### src/rtl/itu656_stream_decoder.sv
// itu656_stream_decoder
//   Front-end decoder for an 8-bit ITU-R BT.656 byte stream. It finds SAV/EAV timing
//   reference codes and tracks F/V/H. It also splits active video into 4:2:2
//   {Y, Cb|Cr} samples with pixel/line coordinates. Output is gated by decoder lock.
//
//   Optional feature macro: ITU656_PROT_CHECK_EN
//     defined   -> timing codes failing the P3..P0 protection bits are ignored and counted
//     undefined -> every bit7=1 code is accepted, oProtErr_Cnt is tied to 0
//
// Parameters
//   H_ACTIVE      luma samples per active line; oX saturates at H_ACTIVE-1
// Ports
//   iCLK_27       27 MHz pixel clock, rising edge
//   iRST_N        asynchronous active-low reset
//   iTD_DATA      BT.656 byte stream
//   iTD_Stable    decoder lock; low forces IDLE and clears oX/oY
//   oYCbCr        {Y, C}; C is Cb for even oX, Cr for odd oX
//   oDVAL         one-cycle strobe per luma sample
//   oX, oY        sample index within line, active line index within field
//   oField        F bit of last accepted timing code
//   oVBlank       V bit of last accepted timing code
//   oSOL          pulse when an active SAV starts a line
//   oProtErr_Cnt  saturating count of rejected timing codes
module itu656_stream_decoder #(
    parameter int unsigned H_ACTIVE = 720
) (
    input  logic        iCLK_27,
    input  logic        iRST_N,
    input  logic [7:0]  iTD_DATA,
    input  logic        iTD_Stable,
    output logic [15:0] oYCbCr,
    output logic        oDVAL,
    output logic [9:0]  oX,
    output logic [9:0]  oY,
    output logic        oField,
    output logic        oVBlank,
    output logic        oSOL,
    output logic [7:0]  oProtErr_Cnt
);

    typedef enum logic [1:0] {StIdle, StBlank, StActive} state_e;

    state_e      state_q, state_d;
    logic [23:0] hist_q, hist_d;      // {oldest, middle, newest} previous bytes
    logic [1:0]  phase_q, phase_d;
    logic [7:0]  chroma_q, chroma_d;
    logic        first_q, first_d;    // no sample emitted yet in this line
    logic [15:0] ycbcr_q, ycbcr_d;
    logic        dval_q, dval_d;
    logic [9:0]  x_q, x_d;
    logic [9:0]  y_q, y_d;
    logic        field_q, field_d;
    logic        vblank_q, vblank_d;
    logic        sol_q, sol_d;

    logic        code_det, code_ok, preamble, x_last;
    logic        f_bit, v_bit, h_bit;
    logic [9:0]  y_inc;

    assign code_det = (hist_q == 24'hFF_0000) && iTD_DATA[7];
    assign f_bit    = iTD_DATA[6];
    assign v_bit    = iTD_DATA[5];
    assign h_bit    = iTD_DATA[4];
    assign x_last   = (x_q == 10'(H_ACTIVE - 1));
    assign y_inc    = (y_q == 10'h3FF) ? y_q : y_q + 10'd1;

    // The 00 bytes of a preamble are never video data. A leading FF cannot be told apart
    // from data without lookahead. In a full-length line it falls after oX saturates.
    assign preamble = ((hist_q[7:0] == 8'hFF) && (iTD_DATA == 8'h00)) ||
                      ((hist_q[15:0] == 16'hFF00) && (iTD_DATA == 8'h00));

`ifdef ITU656_PROT_CHECK_EN
    logic       prot_ok;
    logic [7:0] err_q;

    assign prot_ok = iTD_DATA[3:0] == {v_bit ^ h_bit, f_bit ^ h_bit, f_bit ^ v_bit,
                                       f_bit ^ v_bit ^ h_bit};
    assign code_ok = code_det && prot_ok;

    always_ff @(posedge iCLK_27 or negedge iRST_N) begin
        if (!iRST_N) begin
            err_q <= 8'd0;
        end else if (code_det && !prot_ok && err_q != 8'hFF) begin
            err_q <= err_q + 8'd1;
        end
    end

    assign oProtErr_Cnt = err_q;
`else
    assign code_ok      = code_det;
    assign oProtErr_Cnt = 8'd0;
`endif

    always_comb begin
        state_d  = state_q;
        hist_d   = {hist_q[15:0], iTD_DATA};
        phase_d  = phase_q;
        chroma_d = chroma_q;
        first_d  = first_q;
        ycbcr_d  = ycbcr_q;
        dval_d   = 1'b0;
        x_d      = x_q;
        y_d      = y_q;
        field_d  = field_q;
        vblank_d = vblank_q;
        sol_d    = 1'b0;

        if (!iTD_Stable) begin
            state_d = StIdle;
            x_d     = 10'd0;
            y_d     = 10'd0;
        end else if (code_ok) begin
            field_d  = f_bit;
            vblank_d = v_bit;
            if (state_q == StIdle) begin
                state_d = StBlank;
            end else if (h_bit) begin
                if (state_q == StActive) begin
                    state_d = StBlank;
                    y_d     = y_inc;
                end
            end else if (v_bit) begin
                state_d = StBlank;
            end else begin
                // Active SAV; a SAV while already active means the EAV was lost.
                if (state_q == StActive) y_d = y_inc;
                state_d = StActive;
                sol_d   = 1'b1;
                phase_d = 2'd0;
                x_d     = 10'd0;
                first_d = 1'b1;
            end
            if (!h_bit && v_bit) y_d = 10'd0;
        end else if (state_q == StActive && !code_det && !preamble) begin
            phase_d = phase_q + 2'd1;
            if (!phase_q[0]) begin
                chroma_d = iTD_DATA;
            end else if (first_q || !x_last) begin
                ycbcr_d = {iTD_DATA, chroma_q};
                dval_d  = 1'b1;
                first_d = 1'b0;
                x_d     = first_q ? 10'd0 : x_q + 10'd1;
            end
        end
    end

    always_ff @(posedge iCLK_27 or negedge iRST_N) begin
        if (!iRST_N) begin
            state_q  <= StIdle;
            hist_q   <= 24'd0;
            phase_q  <= 2'd0;
            chroma_q <= 8'd0;
            first_q  <= 1'b1;
            ycbcr_q  <= 16'd0;
            dval_q   <= 1'b0;
            x_q      <= 10'd0;
            y_q      <= 10'd0;
            field_q  <= 1'b0;
            vblank_q <= 1'b1;
            sol_q    <= 1'b0;
        end else begin
            state_q  <= state_d;
            hist_q   <= hist_d;
            phase_q  <= phase_d;
            chroma_q <= chroma_d;
            first_q  <= first_d;
            ycbcr_q  <= ycbcr_d;
            dval_q   <= dval_d;
            x_q      <= x_d;
            y_q      <= y_d;
            field_q  <= field_d;
            vblank_q <= vblank_d;
            sol_q    <= sol_d;
        end
    end

    assign oYCbCr  = ycbcr_q;
    assign oDVAL   = dval_q;
    assign oX      = x_q;
    assign oY      = y_q;
    assign oField  = field_q;
    assign oVBlank = vblank_q;
    assign oSOL    = sol_q;

endmodule
### config.mk
export PLATFORM = sky130hd
export DESIGN_NAME = itu656_stream_decoder
export DESIGN_NICKNAME = d
export VERILOG_FILES = /design/src/rtl/itu656_stream_decoder.sv
export SDC_FILE = /design/constraint.sdc
export NUM_CORES = 1
export LEC_CHECK = 0
export ABC_AREA = 0
export ABC_CLOCK_PERIOD_IN_PS = 6450
export CORE_UTILIZATION = 50
export CTS_CLUSTER_SIZE = 24
export DETAILED_ROUTE_END_ITERATION = 12
export GPL_TIMING_DRIVEN = 0
export PLACE_DENSITY_LB_ADDON = 0.15
export SETUP_SLACK_MARGIN = 0.3
export SYNTH_ARGS = -nofsm -noshare
export SYNTH_HDL_FRONTEND = slang
export SYNTH_SLANG_ARGS = --single-unit
### constraint.sdc
create_clock -name iCLK_27 -period 6.45 [get_ports iCLK_27]
set_input_delay 0.9675 -clock iCLK_27 [delete_from_list [all_inputs] [get_ports iCLK_27]]
set_output_delay 0.9675 -clock iCLK_27 [all_outputs]
set_load 0.01 [all_outputs]
After elaboration in Yosys (flattened, before gate mapping):

Cells that the tools add are included.
W data, S select, Z words.

* mux-type cells: 45
* reductions and logical operators: 25
* equal/unequal tests: 19
* bitwise logic cells: 2
* add/sub/neg operators: 3

Operators by type and width (number)
* $mux W10: 17
* $eq A24 B24 Y1 const B: 1
* $mux W2: 11
* $add A10 B1 Y10 const B: 2
* $eq A10 B10 Y1 const B: 2
* $mux W1: 17
* $eq A16 B16 Y1 const B: 1
* $reduce_and A5 Y1: 2
* $ne A3 B1 Y1 const B: 3
* $ne A3 B3 Y1 const B: 3
* $eq A8 B8 Y1 const B: 1
* $logic_not A8 Y1: 1
* $reduce_and A7 Y1: 1
* $logic_and A1 B1 Y1: 6
* $ne A2 B2 Y1 const B: 3
* $reduce_and A6 Y1: 1
* $reduce_bool A2 Y1: 3
* $logic_not A1 Y1: 4
* $ne A4 B2 Y1 const B: 1
* $ne A4 B3 Y1 const B: 1
* $reduce_and A2 Y1: 2
* $reduce_and A4 Y1: 1
* $ne A3 B2 Y1 const B: 1
* $reduce_and A3 Y1: 1
* 6 further kinds: 8

* output and inout port bits: 48
* register bits: 77

Longest topological paths before layout:

* depth in word-level cells: 9
* mapped depth: 8
* gate-level depth less buffers: 7

Worst setup path before layout:

No wires, ideal clock.

* kind: input port to flip-flop
* from: in iTD_DATA[7]
* to: reg ycbcr_q[6], in the netlist oYCbCr[6]
* path buffers: 1
* arrival time: 2.419 ns
* setup slack: 3.906 ns
* stages: 7
* path through: nor2_1 > a31o_2 > o31ai_2 > nand2_2 > nor2_2 > buf_4 > mux2_2

* cells in the longest elaborated chain, start to end: 6
* elaborated cells on any way between the ends: 11
* classes of those cells: bitwise (1); reduce/logical (10)

RTL lines
* start: declaration: RTL line 29 `input logic [7:0] iTD_DATA,`
* $logic_not A8 Y1: RTL line 69, 70
* $logic_and A1 B1 Y1, on equally long branches: RTL line 69, 70
* $logic_or A1 B1 Y1: RTL line 69 `assign preamble = ((hist_q[7:0] == 8'hFF) && (iTD_DATA == 8'h00)) ||`
* $logic_not A1 Y1: RTL line 134 `end else if (state_q == StActive && !code_det && !preamble) begin`
* $logic_and A1 B1 Y1: RTL line 134
* $reduce_and A5 Y1 (no source line) (*)
* end signal: assignment: RTL line 167 `ycbcr_q <= ycbcr_d;`
* end: declaration: RTL line 48 `logic [15:0] ycbcr_q, ycbcr_d;`

Every way passes the cells marked *; elsewhere a longest branch is shown, timed or not.
A chain may end at the register's enable or synchronous reset.

Final worst setup path:

* from: in iTD_DATA[4]
* to: reg ycbcr_q[6], in the netlist oYCbCr[6]

* cells in the longest elaborated chain, start to end: 6
* elaborated cells on any way between the ends: 7
* classes of those cells: reduce/logical (7)

RTL lines (RTL line)
* $logic_not A8 Y1 (*): 69, 70
* $logic_and A1 B1 Y1, on equally long branches: 69, 70
* $logic_or A1 B1 Y1 (*): 69
* $logic_not A1 Y1 (*): 134
* $logic_and A1 B1 Y1 (*): 134
* $reduce_and A5 Y1 (no source line) (*)

Marked as above.

==> results.sh <==
export IMPL_outcome="finished with violations"
export IMPL_violations="DRC"
export IMPL_hold_class="reg2reg"
export IMPL_core_rowCount=29
export IMPL_gp_congestion=0.830
export IMPL_fin_skew_ns=0.0102
export IMPL_synthArstFlopShare_pct=100
export IMPL_grt_pass1_wl_mm=11.5
export IMPL_hpwlAfterDp_mm=4.68
export IMPL_grt_overflow_total=0
export IMPL_dieArea_sq_mm=0.00703
export IMPL_grt_setup_unrepaired="no"
export IMPL_postSynthAreaPerCell_sq_um=12.0
export IMPL_numCtsBuffers=9
export IMPL_powerDensity_mw_per_mm2=235
export IMPL_cts_path_max_buffers=2
export IMPL_layout_drive_gt1_share_pct=17.1
export IMPL_finalSetupViolCount=0
export IMPL_start_util_pct=52.1
export IMPL_cp_required_ns=6.68
export IMPL_synth_distinct_cells=61
export IMPL_synth_largest_area_cell="dfrtp_1"
export IMPL_ioPinCount=59
export IMPL_fin_tns_setup_ns=0
export IMPL_fillCellCount=520
export IMPL_synth_edf_count=0
export IMPL_antenna_cells=0
export IMPL_fp_dieH_um=83.8
export IMPL_crit_start="iTD_DATA[4]"
export IMPL_vias=2373
export IMPL_path_cells="clkdlybuf4s50_1 > nor2_1 > a31o_2 > o31ai_2 > nand2_2 > nor2_2 > buf_4 > mux2_2"
export IMPL_clk_pin_slew_ns=0.07
export IMPL_viasPerCell=5.54
export IMPL_power_total_mw=0.992
export IMPL_cts_tree="done"
export IMPL_p_leak_nw=1.84
export IMPL_worst_path_max_fanout=10
export IMPL_dp_cells=412
export IMPL_cts_repair_resized=0
export IMPL_fin_cells=428
export IMPL_final_seq_area_sq_mm=0.00190
export IMPL_ys_seq_elements=76
export IMPL_cts_hold_buffers=0
export IMPL_irDropWorstVdd_mv=0.131
export IMPL_drt_iter0_drc=65
export IMPL_drt_first_pass_iters=8
export IMPL_ys_warn_count=0
export IMPL_synthFlopType="dfrtp_1"
export IMPL_post_cts_repair_setup_buffers=0
export IMPL_r2r_setup_slack_ns=3.66
export IMPL_syn_inst=278
export IMPL_synth_area_top_cells="dfrtp_1 (55%), mux2_4 (3.6%), mux2_2 (3.0%), mux2_1 (2.7%), o21ai_0 (2.5%)"
export IMPL_die_w_um=83.8
export IMPL_hold_viol=0
export IMPL_syn_cell_area_sq_mm=0.00335
export IMPL_worst_pin_slew_ns=0.830
export IMPL_worstRegToRegCells=6
export IMPL_final_max_slew_viol_count=0
export IMPL_rr_endpoint="oYCbCr[6]$_DFFE_PN0P_"
export IMPL_max_cap_violations=0
export IMPL_regToRegStartpoint="state_q[0]$_DFFE_PN0P_"
export IMPL_finalCritPeriodShare_pct=52.0
export IMPL_path_class="in2reg"
export IMPL_syn2layout_area_growth_pct=26.0
export IMPL_holdPathStages=0
export IMPL_clkSinkCount=76
export IMPL_drc=5
export IMPL_cp_end_kind="flop"
export IMPL_final_antenna_net_count=0
export IMPL_worstHoldEndpoint="hist_q[12]$_DFF_PN0_"
export IMPL_fmax_mhz=298
export IMPL_grt_pass1_vias=2334
export IMPL_crit_path_top_delay_cell="clkdlybuf4s50_1"
export IMPL_core_area_sq_mm=0.00642
export IMPL_worstSetupStartpointType="input port"
export IMPL_routed_wl_mm=6.70
export IMPL_multi_input_area_sq_mm=0.00136
export IMPL_slew_headroom_pct=44.2
export IMPL_clock_latency_ns=0.34
export IMPL_whs_ns=0.392
export IMPL_hold_start="hist_q[4]$_DFF_PN0_"
export IMPL_antenna_found_initial=0
export IMPL_cp_slowest_stage_delay_ns=0.72
export IMPL_htree_levels=3
export IMPL_fin_crit_ns=3.35
export IMPL_io_buffers=49
export IMPL_wl_per_cell_um=15.6
export IMPL_grt_total_usage_pct=20.9
export IMPL_yosysTopAreaCellShare_pct=55.3
export IMPL_fin_nets=359
export IMPL_grt_max_degree=62
export IMPL_cts_root_buf="clkbuf_8"
export IMPL_cp_arrival_ns=3.58
export IMPL_ys_seq_area_share_pct=56.9
-- how the worst max path moves through the flow --
stage                                  to  slack (ns)  cells after the start
global placement        oY[1]$_DFFE_PN0P_        1.86                      1
global route        oYCbCr[6]$_DFFE_PN0P_        2.94                      8
finish              oYCbCr[6]$_DFFE_PN0P_        3.10                      8
floorplan           oYCbCr[6]$_DFFE_PN0P_        3.91                      7
CTS                 oYCbCr[6]$_DFFE_PN0P_        3.09                      8
detailed placement  oYCbCr[6]$_DFFE_PN0P_        2.73                      8
-- cell usage after synthesis, types with 3 or more instances --
| cell | n |
|---|---|
| a21oi_1 | 4 |
| a22o_1 | 3 |
| and3_1 | 7 |
| and4_1 | 3 |
| buf_4 | 9 |
| dfrtp_1 | 74 |
| inv_1 | 5 |
| mux2_1 | 8 |
| mux2_2 | 9 |
| mux2_4 | 8 |
| nand2_1 | 17 |
| nand2b_1 | 5 |
| nand3_1 | 12 |
| nand4_1 | 8 |
| nor2_1 | 20 |
| nor3_1 | 5 |
| nor4_1 | 4 |
| o21a_1 | 3 |
| o21ai_0 | 17 |
| or4_1 | 3 |
| xor2_1 | 5 |
-- state kept, by name, indices dropped and copies added (netlist names) --
| register | count |
|---|---|
| chroma_q | 8 |
| first_q | 1 |
| hist_q | 24 |
| oDVAL | 1 |
| oField | 1 |
| oSOL | 1 |
| oVBlank | 1 |
| oX | 10 |
| oY | 10 |
| oYCbCr | 16 |
| phase_q | 1 |
| state_q | 2 |
-- cell families (layout without fill, tap and decap cells) --
family	after synthesis	after routing	share of synthesized area, %
other cells	1	8	0.112
compound gates	46	46	10.4
buf+inv	18	84	3.29
xor+xnor	5	5	1.31
simple gates	104	104	17.7
flops	76	76	56.9
fa+ha+maj	2	2	0.747
mux	26	26	9.60
-- placed cells by master, fill, tap and decap left out, types with 2 or more instances in the layout --
master,count
dfrtp_1,74
clkdlybuf4s50_1,48
nor2_1,20
o21ai_0,17
nand2_1,17
nand3_1,12
buf_4,10
mux2_2,9
clkbuf_8,9
nand4_1,8
mux2_1,8
mux2_4,8
conb_1,8
and3_1,7
clkbuf_1,5
inv_1,5
nand2b_1,5
nor3_1,5
xor2_1,5
nor4_1,4
a21oi_1,4
and4_1,3
or4_1,3
o21a_1,3
a22o_1,3
bufinv_16,3
or4_4,2
or3_1,2
nand2_2,2
o31ai_1,2
nand3b_1,2
o311ai_0,2
ha_1,2
dfstp_2,2
-- per-stage QoR --
stage	util (%)	cell area (sq um)	setup WS (ns)
floorplan	-	3370	3.91
global placement	61.7	3960	1.86
detailed placement	62.1	3990	2.73
CTS	65.7	4220	3.09
global route	65.7	4220	2.94
finish	65.7	4220	3.10
-- where the power goes --
group	internal (mW)	leakage (nW)	switching, mW
clock network	0.258	0.111	0.167
logic	0.0296	0.745	0.0336
registers	0.491	0.982	0.0130
total	0.778	1.84	0.214
-- worst max-delay path, delay by kind of cell --
family                 cells  cell delay (ns)
multiplexers               1             0.35
AO/OA/AOI/OAI              2             0.42
buffers and inverters      2             1.01
AND/OR/NAND/NOR            3             0.83
-- final cells by class --
type | instances | area share [%]
multi-input combinational | 191 | 32.2
timing repair buffer | 50 | 12.2
inverter | 5 | 0.445
sequential | 76 | 45.1
buffer | 13 | 2.16
clock buffer | 12 | 3.20
tap | 77 | 2.28
clock inverter | 4 | 2.31
-- per-layer routing --
| metal | up-vias | part of all wire, % | wire (um) | track usage, % |
|---|---|---|---|---|
| met4 | 0 | 1.7 | 114 | 7.52 |
| met3 | 10 | 4.3 | 291 | 4.65 |
| met5 | - | 0 | 0 | 0 |
| met1 | 1163 | 47 | 3120 | 29.0 |
| met2 | 61 | 47 | 3170 | 32.6 |
| li1 | 1139 | - | - | - |
Power figures use the tool's default switching activity.
